## config.mk

```make
export PLATFORM = sky130hd
export DESIGN_NAME = rmap_cmd_encoder
export DESIGN_NICKNAME = d
export VERILOG_FILES = /design/src/rtl/rmap_cmd_encoder.sv
export SDC_FILE = /design/constraint.sdc
export NUM_CORES = 1
export LEC_CHECK = 0
export BUFFER_PORTS_ARGS = -buffer_cell sky130_fd_sc_hd__buf_2
export CAP_MARGIN = 20
export CORE_MARGIN = 3
export CORE_UTILIZATION = 52
export CTS_BUF_LIST = sky130_fd_sc_hd__clkbuf_4 sky130_fd_sc_hd__clkbuf_8
export CTS_CLUSTER_DIAMETER = 50
export CTS_CLUSTER_SIZE = 20
export DETAILED_ROUTE_END_ITERATION = 8
export HOLD_SLACK_MARGIN = 0.02
export PLACE_DENSITY = 0.9
export SYNTH_ARGS = -nofsm -noshare
export SYNTH_HDL_FRONTEND = slang
export SYNTH_SLANG_ARGS = --single-unit
```

## constraint.sdc

```tcl
create_clock -name clk -period 7 [get_ports clk]
set_input_delay 1.05 -clock clk [delete_from_list [all_inputs] [get_ports clk]]
set_output_delay 1.05 -clock clk [all_outputs]
set_load 0.01 [all_outputs]
```

## src/rtl/rmap_cmd_encoder.sv

```systemverilog
// RMAP write-command encoder: turns one write request into a TX FIFO character
// stream (header, header CRC, 4 data bytes, data CRC, EOP).
module rmap_cmd_encoder #(
   parameter logic [7:0] PROTOCOL_ID = 8'h01
) (
   input  logic        clk,
   input  logic        rstN,
   input  logic        reqValid,
   output logic        reqReady,
   input  logic [31:0] reqAddr,
   input  logic [31:0] reqData,
   input  logic [15:0] reqTransId,
   input  logic [7:0]  reqKey,
   input  logic        reqVerify,
   input  logic        reqReply,
   input  logic        reqIncrement,
   input  logic [1:0]  reqReplyAddrLen,
   input  logic [95:0] reqReplyAddr,
   input  logic [7:0]  targetLogAddr,
   input  logic [7:0]  initiatorLogAddr,
   output logic        txWriteEnable,
   output logic [8:0]  txDataIn,
   input  logic        txFull,
   output logic        busy,
   output logic [15:0] pktCount
);

   typedef enum logic [2:0] {IDLE, HEADER, HCRC, DATA, DCRC, EOP} state_t;

   state_t      state, stateNext;
   logic [4:0]  byteIdx, byteIdxNext;
   logic [7:0]  crc, crcNext;
   logic        readyEn;
   logic        accept;

   logic [7:0]  tgtLa, initLa, instr, key;
   logic [15:0] transId;
   logic [31:0] addr, data;
   logic [1:0]  rplLen;
   logic [95:0] rplAligned;

   logic [4:0]  rplBytes, hdrLast, rplOff, tailOff;
   logic [7:0]  hdrByte, dataByte, txByte;
   logic        txFlag;

   function automatic logic [7:0] crc8Byte(input logic [7:0] crcIn, input logic [7:0] d);
      logic [7:0] c;
      c = crcIn;
      for (int unsigned b = 0; b < 8; b++) begin
         if (c[0] ^ d[b]) c = (c >> 1) ^ 8'hE0;
         else             c = c >> 1;
      end
      return c;
   endfunction

   assign busy          = (state != IDLE);
   assign reqReady      = (state == IDLE) && readyEn;
   assign accept        = reqValid && reqReady;
   assign txWriteEnable = busy && !txFull;
   assign txDataIn      = {txFlag, txByte};

   always_ff @(posedge clk or negedge rstN) begin
      if (!rstN) begin
         state    <= IDLE;
         byteIdx  <= '0;
         crc      <= '0;
         pktCount <= '0;
         readyEn  <= 1'b0;
      end else begin
         state    <= stateNext;
         byteIdx  <= byteIdxNext;
         crc      <= crcNext;
         readyEn  <= 1'b1;
         if (state == EOP && txWriteEnable) pktCount <= pktCount + 16'd1;
      end
   end

   // Reply address is left-aligned at capture so byte k is always at the top minus 8*k.
   always_ff @(posedge clk) begin
      if (accept) begin
         tgtLa   <= targetLogAddr;
         initLa  <= initiatorLogAddr;
         instr   <= {2'b01, 1'b1, reqVerify, reqReply, reqIncrement, reqReplyAddrLen};
         key     <= reqKey;
         transId <= reqTransId;
         addr    <= reqAddr;
         data    <= reqData;
         rplLen  <= reqReplyAddrLen;
         case (reqReplyAddrLen)
            2'd0:    rplAligned <= '0;
            2'd1:    rplAligned <= {reqReplyAddr[31:0], 64'h0};
            2'd2:    rplAligned <= {reqReplyAddr[63:0], 32'h0};
            default: rplAligned <= reqReplyAddr;
         endcase
      end
   end

   assign rplBytes = {1'b0, rplLen, 2'b00};
   assign hdrLast  = 5'd14 + rplBytes;
   assign rplOff   = byteIdx - 5'd4;
   assign tailOff  = byteIdx - 5'd4 - rplBytes;

   always_comb begin
      hdrByte = '0;
      if (byteIdx < 5'd4) begin
         case (byteIdx[1:0])
            2'd0:    hdrByte = tgtLa;
            2'd1:    hdrByte = PROTOCOL_ID;
            2'd2:    hdrByte = instr;
            default: hdrByte = key;
         endcase
      end else if (byteIdx < 5'd4 + rplBytes) begin
         hdrByte = rplAligned[8'd95 - {rplOff, 3'b000} -: 8];
      end else begin
         case (tailOff)
            5'd0:    hdrByte = initLa;
            5'd1:    hdrByte = transId[15:8];
            5'd2:    hdrByte = transId[7:0];
            5'd4:    hdrByte = addr[31:24];
            5'd5:    hdrByte = addr[23:16];
            5'd6:    hdrByte = addr[15:8];
            5'd7:    hdrByte = addr[7:0];
            5'd10:   hdrByte = 8'h04;
            default: hdrByte = 8'h00;
         endcase
      end
   end

   always_comb begin
      case (byteIdx[1:0])
         2'd0:    dataByte = data[31:24];
         2'd1:    dataByte = data[23:16];
         2'd2:    dataByte = data[15:8];
         default: dataByte = data[7:0];
      endcase
   end

   always_comb begin
      txByte = '0;
      txFlag = 1'b0;
      case (state)
         HEADER:  txByte = hdrByte;
         HCRC:    txByte = crc;
         DATA:    txByte = dataByte;
         DCRC:    txByte = crc;
         EOP:     txFlag = 1'b1;
         default: txByte = '0;
      endcase
   end

   // CRC folds in each byte as it is written, so the CRC states can emit it directly.
   always_comb begin
      stateNext   = state;
      byteIdxNext = byteIdx;
      crcNext     = crc;
      if (state == IDLE) begin
         if (accept) begin
            stateNext   = HEADER;
            byteIdxNext = '0;
            crcNext     = '0;
         end
      end else if (txWriteEnable) begin
         case (state)
            HEADER: begin
               crcNext = crc8Byte(crc, txByte);
               if (byteIdx == hdrLast) begin
                  stateNext   = HCRC;
                  byteIdxNext = '0;
               end else begin
                  byteIdxNext = byteIdx + 5'd1;
               end
            end
            HCRC: begin
               crcNext     = '0;
               byteIdxNext = '0;
               stateNext   = DATA;
            end
            DATA: begin
               crcNext = crc8Byte(crc, txByte);
               if (byteIdx == 5'd3) begin
                  stateNext   = DCRC;
                  byteIdxNext = '0;
               end else begin
                  byteIdxNext = byteIdx + 5'd1;
               end
            end
            DCRC: begin
               crcNext   = '0;
               stateNext = EOP;
            end
            default: stateNext = IDLE;
         endcase
      end
   end

endmodule
```

==> qor.csv <==
stage;metric;value;unit
status;status;finished clean;
clock_tree;# hold bufs at CTS;0;
worst_setup_path;CP bufs+invs;2;
route;Residual DRC;0;
synth;multiplexer area fraction after synthesis;11.49;%
clock_tree;CTS clk-pin slew, worst paths;0.10;ns
worst_setup_path;WS Path Type;flop to primary output;
worst_setup_path;Startpoint Class;flop;
worst_setup_path;FF-to-FF path depth;12;
worst_setup_path;CP max FO;25;
placement;Post-DP Area;0.01299;mm2
global_routing;initial antenna violation count;0;
synth;yosys synthesis warning count;0;
timing;worst-margin pin slew;1.094;ns
floorplan;die height;155.9;um
worst_setup_path;RR Startpoint;byteIdx[2];
timing;max_slew headroom;27.09;%
clock_tree;H-tree depth;1;
final_layout;Fill cells;1618;
pwr;peak supply drop;0.1386;mV
timing;period utilization;74.60;%
worst_setup_path;CP Depth;9;
final_layout;fin area;0.01354;mm2
global_routing;largest net degree at the start of global routing;99;
timing;final setup TNS;0;ns
route;drt wl/cell;20.57;um
final_layout;layout cell share with drive strength beyond 1;34.41;%
worst_hold_path;worst hold stages;1;
route;detail-routed via count per cell;5.833;
global_routing;vias in the first global route;7774;
global_routing;first-pass GRT wire length;42.93;mm
synth;Mapped Nets;1081;
synth;share of the yosys chip area belonging to registers;59.73;%
worst_setup_path;cell family with most CP delay;adder cells;
worst_setup_path;CP max stage delay;1.02;ns
worst_setup_path;Req. time, crit path;5.95;ns
synth;flops & latches, synth;238;
worst_setup_path;worst endpoint data arrival time;4.17;ns
clock_tree;TritonCTS Sinks;238;
final_layout;Finished Layout Cells;1369;
worst_setup_path;CP Cell Sequence;inv_1, ha_1, fa_1, o21a_1, o211ai_1, o2111a_1, o22ai_1, a21o_1, buf_2;
clock_tree;postcts setup bufs;0;
global_routing;gr usage total;22.32;%
job;MaxCap Viol Count;0;
synth;Synth area leaders;edfxtp_1 (53%), dfrtp_1 (7.1%), mux2_2 (4.1%);
synth;Synth Instances;856;
synth;top-count cell post-synth;edfxtp_1;
synth;Yosys top cell by area;edfxtp_1;
route;Vias;7986;
clock_tree;Root Buffer;clkbuf_8;
synth;Synth Area in Adders;1.777;%
synth;ys async rst share;13.87;%
placement;Port-buffer cells;236;
synth;area share of the largest cell type after synthesis;52.67;%
worst_setup_path;r2r endpoint;crc[3];
final_layout;Area growth syn-to-layout;15.86;%
timing;RSZ-0062 raised after global routing;false;
timing;post-layout min period;5.222;ns
placement;placed cell count;1323;
synth;fraction of synthesized cell area in xor and xnor cells;2.430;%
synth;Synth Area in Compound Gates;11.15;%
synth;Mean Syn Cell Area;13.66;um2
pwr;cell leakage power;5.458;nW
floorplan;die area;0.02431;mm2
worst_hold_path;Hold EP;pktCount[15];
floorplan;core area;0.02196;mm2
pwr;PwrDens;323.4;mW/mm2
synth;Distinct cells, synth;73;
clock_tree;Num CTS Buffers;24;
floorplan;site row count;54;
floorplan;Die X;155.9;um
synth;main combinational cell family by area after synthesis;multiplexers;
timing;Clock Skew;0.02494;ns
route;drt total wl;28.17;mm
synth;ys flop type;edfxtp_1;
clock_tree;Max Root-Sink Buffers;3;
worst_setup_path;reg-to-reg slack, setup;2.67;ns
timing;setup violators final;0;
synth;top cells by count, synth;edfxtp_1 (205), nand2_1 (60), mux2_2 (43), nor2b_1 (43), mux2i_1 (38);
final_layout;final core utilization;61.68;%
floorplan;Ports;237;
timing;Max Freq;191.5;MHz
timing;final hold violations;0;
clock_tree;Worst-Skew Late Latency;0.56;ns
clock_tree;TritonCTS clock tree;yes;
clock_tree;cts repair resizes;0;
floorplan;initial core utilization;53.23;%
route;first drt pass iteration count;5;
timing;Pins Over Slew Limit;0;
placement;routability cong.;0.9674;
route;First DRT Iteration DRCs;765;
global_routing;total grt overflow;0;
worst_hold_path;HP Class;flop to flop;
placement;dpl hpwl;20.21;mm
final_layout;Layout Nets;1294;
synth;Synth Area in Simple Gates;10.17;%
worst_setup_path;CP Capture Type;primary output;
worst_hold_path;min-delay src;pktCount[15];
route;Final ANT Viol Nets;0;
synth;Cell Area, Synth;0.01169;mm2
worst_setup_path;slowest CP cell;ha_1;
synth;number of flops mapped to enable cells by yosys;205;
## layer usage
metal	part of all wire, %	GRT usage, %
met1	40	30.77
met2	48	36.41
met3	10	4.300
met4	2.2	6.518
met5	0	0
## cell usage in the layout, fill, tap and decap left out, types with 8 or more instances in the layout
| cell type | instances |
|---|---|
| a211oi_1 | 9 |
| a21oi_1 | 21 |
| a222oi_1 | 15 |
| a22o_1 | 33 |
| a22oi_1 | 10 |
| and3_1 | 35 |
| buf_2 | 235 |
| buf_4 | 10 |
| clkbuf_8 | 25 |
| dfrtp_1 | 33 |
| edfxtp_1 | 205 |
| ha_1 | 15 |
| inv_1 | 17 |
| mux2_2 | 43 |
| mux2i_1 | 38 |
| mux4_2 | 20 |
| nand2_1 | 60 |
| nand3_1 | 9 |
| nor2_1 | 30 |
| nor2b_1 | 42 |
| o21ai_0 | 32 |
| xnor2_1 | 18 |
| xor2_1 | 8 |
## report_power, final
part / total (mW) / leakage, nW / internal (mW) / switching [mW]
logic: 1.56 / 2.86 / 0.628 / 0.937
clock network: 0.969 / 0.273 / 0.418 / 0.550
registers: 1.85 / 2.33 / 1.75 / 0.0915
## cell families (layout without fill, tap and decap cells)
| family | after synthesis | count (layout) |
|---|---|---|
| XOR/XNOR | 29 | 29 |
| multiplexers | 103 | 103 |
| adder cells (fa/ha/maj) | 16 | 16 |
| other | 1 | 3 |
| buffers and inverters | 75 | 306 |
| AO/OA/AOI/OAI | 172 | 172 |
| flip-flops | 238 | 238 |
| AND/OR/NAND/NOR | 222 | 222 |
## per-stage QoR
stage               setup slack [ns]  hold WS (ns)  power (mW)
floorplan                      2.267        0.4920       3.009
global placement               2.576        0.4567       3.384
detailed placement             2.397        0.4691       3.438
CTS                            1.780        0.4861       4.399
global route                   1.593        0.5121       4.598
finish                         1.778        0.4871       4.380
## worst max-delay path by stage
stage | to | start
finish | txDataIn[6] | byteIdx[2]
global route | txDataIn[6] | byteIdx[2]
CTS | txDataIn[6] | byteIdx[2]
detailed placement | txDataIn[6] | byteIdx[2]
global placement | txDataIn[6] | byteIdx[2]
floorplan | byteIdx[3] | reqValid
## state kept, by name, indices dropped and copies added (netlist names), 8 cells and up, named ones only
| name | flops |
|---|---|
| data | 32 |
| crc | 8 |
| addr | 32 |
| key | 8 |
| pktCount | 16 |
| initLa | 8 |
| tgtLa | 8 |
| rplAligned | 96 |
| transId | 16 |
## layout make-up
class                      count  area, um2  share of cell area (%)
sequential                   238       6982                   51.55
multi-input combinational    543       4338                   32.03
timing repair buffer         245       1251                   9.239
clock buffer                  26      351.6                   2.596
tap                          280      350.3                   2.587
clock inverter                18      201.4                   1.487
inverter                      17      63.81                  0.4712
antenna                        2      5.005                 0.03695
(Power assumes the default switching activity.)
